[config.mk]
export PLATFORM = sky130hd
export DESIGN_NAME = uart_rx_ctrl_flat
export DESIGN_NICKNAME = d
export VERILOG_FILES = /design/src/rtl/uart_pkg.sv /design/src/rtl/uart_rx_ctrl_if.sv /design/src/rtl/uart_sync_fifo.sv /design/src/rtl/uart_rx_ctrl.sv /design/src/flat_wrapper.sv
export SDC_FILE = /design/constraint.sdc
export NUM_CORES = 1
export LEC_CHECK = 0
export BUFFER_PORTS_ARGS = -buffer_cell sky130_fd_sc_hd__buf_2
export CAP_MARGIN = 10
export CORE_ASPECT_RATIO = 1.75
export CORE_UTILIZATION = 50
export DETAILED_ROUTE_END_ITERATION = 10
export HOLD_SLACK_MARGIN = 0.05
export PLACE_DENSITY_LB_ADDON = 0.15
export SLEW_MARGIN = 40
export SYNTH_ARGS = -nofsm -noshare
export SYNTH_HDL_FRONTEND = slang
export SYNTH_SLANG_ARGS = --single-unit
[constraint.sdc]
create_clock -name clk -period 2.5 [get_ports clk]
set_clock_uncertainty 0.1 [all_clocks]
set_input_delay 0.375 -clock clk [delete_from_list [all_inputs] [get_ports clk]]
set_output_delay 0.375 -clock clk [all_outputs]
set_load 0.05 [all_outputs]
[src/rtl/uart_pkg.sv]
// Shared constants for the UART receive path: widths and controller state encoding.
package uart_pkg;

  localparam int unsigned UART_RATIO_W = 8;
  localparam int unsigned UART_DATA_W  = 8;

  // One-hot controller states, same style as the receiver FSM.
  localparam int unsigned UART_ST_W = 3;
  localparam logic [UART_ST_W-1:0] StOff    = 3'b001;
  localparam logic [UART_ST_W-1:0] StArmed  = 3'b010;
  localparam logic [UART_ST_W-1:0] StActive = 3'b100;

  // Increment that sticks at all-ones.
  function automatic logic [7:0] sat_inc8(input logic [7:0] v);
    return (v == 8'hff) ? v : v + 8'd1;
  endfunction

endpackage

[src/rtl/uart_rx_ctrl_if.sv]
// Byte stream from the receive controller to the bus-side register block.
interface uart_rx_ctrl_if;

  logic [uart_pkg::UART_DATA_W-1:0] m_data;
  logic                             m_error;
  logic                             m_valid;
  logic                             m_ready;

  modport master (
    output m_data,
    output m_error,
    output m_valid,
    input  m_ready
  );

  modport slave (
    input  m_data,
    input  m_error,
    input  m_valid,
    output m_ready
  );

endinterface

[src/rtl/uart_sync_fifo.sv]
// Show-ahead synchronous FIFO: head entry is visible combinationally while not empty.
module uart_sync_fifo #(
  parameter  int unsigned WIDTH = 9,
  parameter  int unsigned DEPTH = 4,
  localparam int unsigned AW    = $clog2(DEPTH)
) (
  input  logic             clk,
  input  logic             rst_n,
  input  logic             push,
  input  logic [WIDTH-1:0] push_data,
  input  logic             pop,
  output logic [WIDTH-1:0] head,
  output logic             full,
  output logic             empty,
  output logic [AW:0]      level
);

  localparam logic [AW:0] FullLevel = (AW + 1)'(DEPTH);

  logic [WIDTH-1:0] mem_q [DEPTH];
  logic [AW-1:0]    wr_ptr_q, rd_ptr_q;
  logic [AW:0]      level_q, level_d;
  logic             do_push, do_pop;

  assign empty   = (level_q == '0);
  assign full    = (level_q == FullLevel);
  assign level   = level_q;
  assign head    = mem_q[rd_ptr_q];
  assign do_pop  = pop & ~empty;
  // A full FIFO still takes a byte when the head leaves in the same cycle.
  assign do_push = push & (~full | do_pop);

  // Occupancy follows the accepted push/pop pair.
  always_comb begin
    level_d = level_q;
    unique case ({do_push, do_pop})
      2'b10:   level_d = level_q + 1'b1;
      2'b01:   level_d = level_q - 1'b1;
      default: level_d = level_q;
    endcase
  end

  // Storage is cleared on reset so the head reads zero afterwards.
  always_ff @(posedge clk or negedge rst_n) begin
    if (!rst_n) begin
      for (int i = 0; i < int'(DEPTH); i++) mem_q[i] <= '0;
    end else if (do_push) begin
      mem_q[wr_ptr_q] <= push_data;
    end
  end

  // Pointers wrap naturally at DEPTH.
  always_ff @(posedge clk or negedge rst_n) begin
    if (!rst_n) begin
      wr_ptr_q <= '0;
      rd_ptr_q <= '0;
      level_q  <= '0;
    end else begin
      if (do_push) wr_ptr_q <= wr_ptr_q + AW'(1);
      if (do_pop)  rd_ptr_q <= rd_ptr_q + AW'(1);
      level_q <= level_d;
    end
  end

endmodule

[src/rtl/uart_rx_ctrl.sv]
// UART receive controller: owns receiver enable/ratio, buffers bytes, tracks errors and idle timeout.
module uart_rx_ctrl
  import uart_pkg::*;
#(
  parameter  int unsigned DEPTH = 4,
  localparam int unsigned LW    = $clog2(DEPTH) + 1
) (
  input  logic                    clk,
  input  logic                    rst_n,
  input  logic                    cfg_enable,
  input  logic [UART_RATIO_W-1:0] cfg_clk_ratio,
  input  logic [7:0]              cfg_timeout,
  input  logic                    clear,
  output logic                    rx_enable,
  output logic [UART_RATIO_W-1:0] rx_clk_ratio,
  input  logic [UART_DATA_W-1:0]  rx_data,
  input  logic                    rx_valid,
  input  logic                    rx_error,
  uart_rx_ctrl_if.master          m,
  output logic [LW-1:0]           level,
  output logic                    overflow,
  output logic [7:0]              err_cnt,
  output logic                    idle_timeout
);

  logic [UART_ST_W-1:0]    state_q, state_d;
  logic [UART_RATIO_W-1:0] ratio_q, ratio_d;
  logic [UART_RATIO_W-1:0] presc_q, presc_d;
  logic [7:0]              bit_q, bit_d;
  logic                    ovf_q, ovf_d;
  logic [7:0]              err_q, err_d;
  logic                    bit_tick, hit;
  logic                    fifo_full, fifo_empty, pop, drop;
  logic [UART_DATA_W:0]    head;

  // ---------------------------------------------------------------------------
  // Byte buffer: {error, data}
  // ---------------------------------------------------------------------------
  uart_sync_fifo #(
    .WIDTH (UART_DATA_W + 1),
    .DEPTH (DEPTH)
  ) u_fifo (
    .clk       (clk),
    .rst_n     (rst_n),
    .push      (rx_valid),
    .push_data ({rx_error, rx_data}),
    .pop       (pop),
    .head      (head),
    .full      (fifo_full),
    .empty     (fifo_empty),
    .level     (level)
  );

  assign m.m_data  = head[UART_DATA_W-1:0];
  assign m.m_error = head[UART_DATA_W];
  assign m.m_valid = ~fifo_empty;
  assign pop       = ~fifo_empty & m.m_ready;
  assign drop      = rx_valid & fifo_full & ~pop;

  // ---------------------------------------------------------------------------
  // Idle timeout: the pulse fires on the bit tick that brings the bit count to
  // cfg_timeout, i.e. cfg_timeout bit periods after the last byte.
  // ---------------------------------------------------------------------------
  assign bit_tick = (presc_q == ratio_q);
  assign hit      = (state_q == StActive) & cfg_enable & ~rx_valid & bit_tick &
                    (cfg_timeout != 8'd0) &
                    (({1'b0, bit_q} + 9'd1) == {1'b0, cfg_timeout});

  assign idle_timeout = hit;
  assign rx_enable    = (state_q != StOff);
  assign rx_clk_ratio = ratio_q;

  // Controller next state; disable wins over timeout and over a new byte.
  always_comb begin
    state_d = state_q;
    unique case (state_q)
      StOff: begin
        if (cfg_enable) state_d = StArmed;
      end
      StArmed: begin
        if (!cfg_enable)   state_d = StOff;
        else if (rx_valid) state_d = StActive;
      end
      StActive: begin
        if (!cfg_enable) state_d = StOff;
        else if (hit)    state_d = StArmed;
      end
      default: state_d = StOff;
    endcase
  end

  // Ratio tracks the request only while off, so a running frame never sees it change.
  always_comb begin
    ratio_d = (state_q == StOff) ? cfg_clk_ratio : ratio_q;
  end

  // Prescaler and bit counter run only in ACTIVE and restart on every byte.
  always_comb begin
    presc_d = '0;
    bit_d   = '0;
    if ((state_q == StActive) && !rx_valid) begin
      presc_d = bit_tick ? '0 : presc_q + 1'b1;
      bit_d   = bit_tick ? sat_inc8(bit_q) : bit_q;
    end
  end

  // Statistics: an event in the same cycle as clear survives it.
  always_comb begin
    ovf_d = clear ? 1'b0 : ovf_q;
    if (drop) ovf_d = 1'b1;
    err_d = clear ? 8'd0 : err_q;
    if (rx_valid && rx_error) err_d = clear ? 8'd1 : sat_inc8(err_q);
  end

  // Control and statistics state.
  always_ff @(posedge clk or negedge rst_n) begin
    if (!rst_n) begin
      state_q <= StOff;
      ratio_q <= '0;
      presc_q <= '0;
      bit_q   <= '0;
      ovf_q   <= 1'b0;
      err_q   <= '0;
    end else begin
      state_q <= state_d;
      ratio_q <= ratio_d;
      presc_q <= presc_d;
      bit_q   <= bit_d;
      ovf_q   <= ovf_d;
      err_q   <= err_d;
    end
  end

  assign overflow = ovf_q;
  assign err_cnt  = err_q;

endmodule

[src/flat_wrapper.sv]
// flat-port wrapper written by rule: the top's interface ports become plain ports
module uart_rx_ctrl_flat import uart_pkg::*;
#(
  parameter  int unsigned DEPTH = 4,
  localparam int unsigned LW    = $clog2(DEPTH) + 1
)
  (clk, rst_n, cfg_enable, cfg_clk_ratio, cfg_timeout, clear, rx_enable, rx_clk_ratio, rx_data, rx_valid, rx_error, level, overflow, err_cnt, idle_timeout, m_m_data, m_m_error, m_m_valid, m_m_ready);
  uart_rx_ctrl_if m_i ();
  input  logic clk;
  input  logic rst_n;
  input  logic cfg_enable;
  input  logic [UART_RATIO_W-1:0] cfg_clk_ratio;
  input  logic [7:0] cfg_timeout;
  input  logic clear;
  output logic rx_enable;
  output logic [UART_RATIO_W-1:0] rx_clk_ratio;
  input  logic [UART_DATA_W-1:0] rx_data;
  input  logic rx_valid;
  input  logic rx_error;
  output logic [LW-1:0] level;
  output logic overflow;
  output logic [7:0] err_cnt;
  output logic idle_timeout;
  output wire logic [$bits(m_i.m_data)-1:0] m_m_data;
  output wire logic [$bits(m_i.m_error)-1:0] m_m_error;
  output wire logic [$bits(m_i.m_valid)-1:0] m_m_valid;
  input wire logic [$bits(m_i.m_ready)-1:0] m_m_ready;
  assign m_m_data = m_i.m_data;
  assign m_m_error = m_i.m_error;
  assign m_m_valid = m_i.m_valid;
  assign m_i.m_ready = m_m_ready;
  uart_rx_ctrl #(.DEPTH(DEPTH)) u_core (.clk(clk), .rst_n(rst_n), .cfg_enable(cfg_enable), .cfg_clk_ratio(cfg_clk_ratio), .cfg_timeout(cfg_timeout), .clear(clear), .rx_enable(rx_enable), .rx_clk_ratio(rx_clk_ratio), .rx_data(rx_data), .rx_valid(rx_valid), .rx_error(rx_error), .m(m_i), .level(level), .overflow(overflow), .err_cnt(err_cnt), .idle_timeout(idle_timeout));
endmodule
==> flow_summary.yaml <==
status:
  status: "finished, violations left"
  violations: "setup timing"
finish:
  layout_commonest_cell: "dfrtp_1"
  area_delta_synth_final_pct: 21.91
  layout.nets: 455
  stdcell_count: 510
  drive_above_1_share: 0.3976
  final_area_um2: 4943
  n_antenna_cell: 0
  final_cell_mix: "dfrtp_1, buf_2, mux2_2, nor2_1, xnor2_1"
clock_tree:
  path_clk_slew_ns: 0.06
  clkLatencyLatePin_ns: 0.33
  cts_root_buffer: "clkbuf_16"
  cts_buffers: 9
  htreeDepth: 3
  cts_tree: "done"
  clockBufferDepth: 2
  cts_num_sinks: 79
logic_synthesis:
  synth.distinct_cells: 54
  synth-seq-cells: 79
  postSynthCellCount: 332
  ys_seq_area_frac: 0.4878
  synth_ff_type: "dfrtp_1"
  netlist_area_um2: 4055
  syn_avg_cell_area_um2: 12.21
  synth_nets: 372
  synthArstFlopShare: 1.000
  yosys_warnings: 0
  synth-edff-count: 0
timing:
  finalSetupViolCount: 1
  setup_ws_ns: -0.002754
  rsz0062_at_grt: "yes"
  maxSlewViolCount: 0
  tns_ns: -0.002754
  fmax_mhz: 399.6
  period_minus_slack_ns: 2.503
  fin_crit_sh: 1.001
  hold_viol_final: 0
  max-slew-margin-rel: 0.5364
  worstMarginPinSlew_ns: 0.6922
die:
  rows: 43
  start_util: 0.5127
  fp.dieW_um: 70.08
  die-height_um: 121.1
  ios: 63
  core_area_um2: 7909
  dieArea_um2: 8489
routing:
  drtIter0Drc: 117
  drcViolationCount: 0
  wl_mm: 8.156
  wire_per_inst_um: 15.99
  ant_nets: 0
  avgViaCountPerCell: 5.437
  vias: 2773
  first_pass_iters: 4
worst_setup_path:
  start_kind: "flop"
  reg2reg_slack_ns: 0.28
  cp_top_family: "flip-flops"
  cp.required_ns: 2.03
  path_max_fanout: 4
  crit_slowest_cell: "dfrtp_1"
  path_cells: "ha_4, xnor2_2, xnor2_1, a2111oi_4, nand4_1, nor2_4, buf_6"
  worstPathArrival_ns: 2.03
  end_kind: "output pin"
  worstRegToRegCells: 9
  path_buf_inv: 1
  crit_cells: 7
  cp_slowest_stage_delay_ns: 0.41
  crit_type: "reg2out"
place:
  dp_hpwl_mm: 6.071
  place_area_um2: 4592
  place_congestion: 0.8283
  port_buffers: 62
  dp_cells: 492
global_route:
  antenna_found_initial: 0
  grt_pass1_vias: 2869
  grt_max_degree: 49
  overflow: 0
  gr-usage-all-layers: 0.2105
  grt_first_pass_wirelength_mm: 13.77
job:
  drv_cap: 0
power:
  leakagePower_nw: 2.209
  vdd_drop_max_mv: 0.8932
  pwr_density_cell_nw_per_um2: 1121
hold_path:
  hold_depth: 2
  hold_path_class: "in2reg"
## cell usage after synthesis (4+ instances only)
master / count / area (um2)
inv_1: 13 / 48.80
o21ai_0: 4 / 20.02
a21oi_1: 5 / 25.02
nand4_1: 7 / 43.79
mux4_2: 9 / 202.7
mux2i_1: 5 / 50.05
nor4b_1: 5 / 43.79
clkbuf_1: 4 / 15.01
buf_2: 6 / 30.03
and3_1: 8 / 50.05
ha_1: 8 / 100.1
nand3_1: 7 / 35.03
nand2_1: 19 / 71.32
dfrtp_1: 78 / 1952
xnor2_1: 22 / 192.7
xor2_1: 17 / 148.9
nor2_1: 26 / 97.59
mux2_2: 44 / 495.5
## path summary, 6_finish.rpt
check                                             start                       to
worst min register to register  u_core.u_fifo.mem_q[14]  u_core.u_fifo.mem_q[14]
worst min-delay path                         cfg_enable        u_core.state_q[0]
worst max-delay path                    u_core.bit_q[0]             idle_timeout
worst max register to register   u_core.u_fifo.level[0]   u_core.u_fifo.level[2]
min in group asynchronous                         rst_n   u_core.rx_clk_ratio[5]
max in group asynchronous                         rst_n   u_core.u_fifo.level[2]
## per-layer routing
metal / global-route usage / part of all wire
met3: 0.03654 / 0.024
met2: 0.3852 / 0.56
met4: 0.09500 / 0.022
met5: 0 / 0
met1: 0.2344 / 0.39
## registers in the layout (all words and copies together) (netlist names)
register and cells:
u_core.state_q 3, u_core.err_cnt 8, u_core.u_fifo.mem_q 36, u_core.u_fifo.rd_ptr_q 2, u_core.u_fifo.wr_ptr_q 2, u_core.bit_q 8
u_core.overflow 1, u_core.rx_clk_ratio 8, u_core.presc_q 8, u_core.u_fifo.level 3
## metrics by stage
step,setup WS (ns),hold WS (ns),utilization,total power [mW]
finish,-0.002754,0.1571,0.6251,5.544
global route,-0.09711,0.1691,0.6251,5.826
CTS,-0.01946,0.1565,0.6240,5.617
detailed placement,0.1249,0.2443,0.5806,4.387
global placement,0.1527,0.2464,0.5806,4.307
floorplan,0.0006417,-0.02059,-,3.801
## kinds of logic (layout without fill, tap and decap cells)
| family | after synthesis | in the layout | synth area share |
|---|---|---|---|
| buffers and inverters | 24 | 112 | 0.02592 |
| and+or+nand+nor | 94 | 94 | 0.1324 |
| muxes | 58 | 58 | 0.1845 |
| xor gates and xnor gates | 39 | 39 | 0.08423 |
| adders and majority gates | 9 | 9 | 0.02962 |
| DFF | 79 | 79 | 0.4878 |
| AOI/OAI and AO/OA | 29 | 29 | 0.05554 |
## cell type report
type	count	area (um2)
clock buffers	11	252.7
clock inverters	5	32.53
fillers	678	2965
inverters	13	48.80
multi-input cells	229	2026
flip-flops and latches	79	1979
well taps	90	112.6
repair buffers	83	491.7
## repair_timing
action	CTS	global route
endpoints found under the hold margin	30	0
setup buffers	1	0
hold buffers	1	0
pin swaps	4	1
gates resized for setup	8	2
endpoints found under the setup margin	1	1
## report_power, final
part / total [mW] / internal, mW / switching (mW)
Clock: 1.21 / 0.722 / 0.490
Combinational: 2.36 / 0.936 / 1.42
Sequential: 1.98 / 1.70 / 0.279
Total: 5.54 / 3.36 / 2.19
No activity file was read; power rests on OpenSTA's default activity.
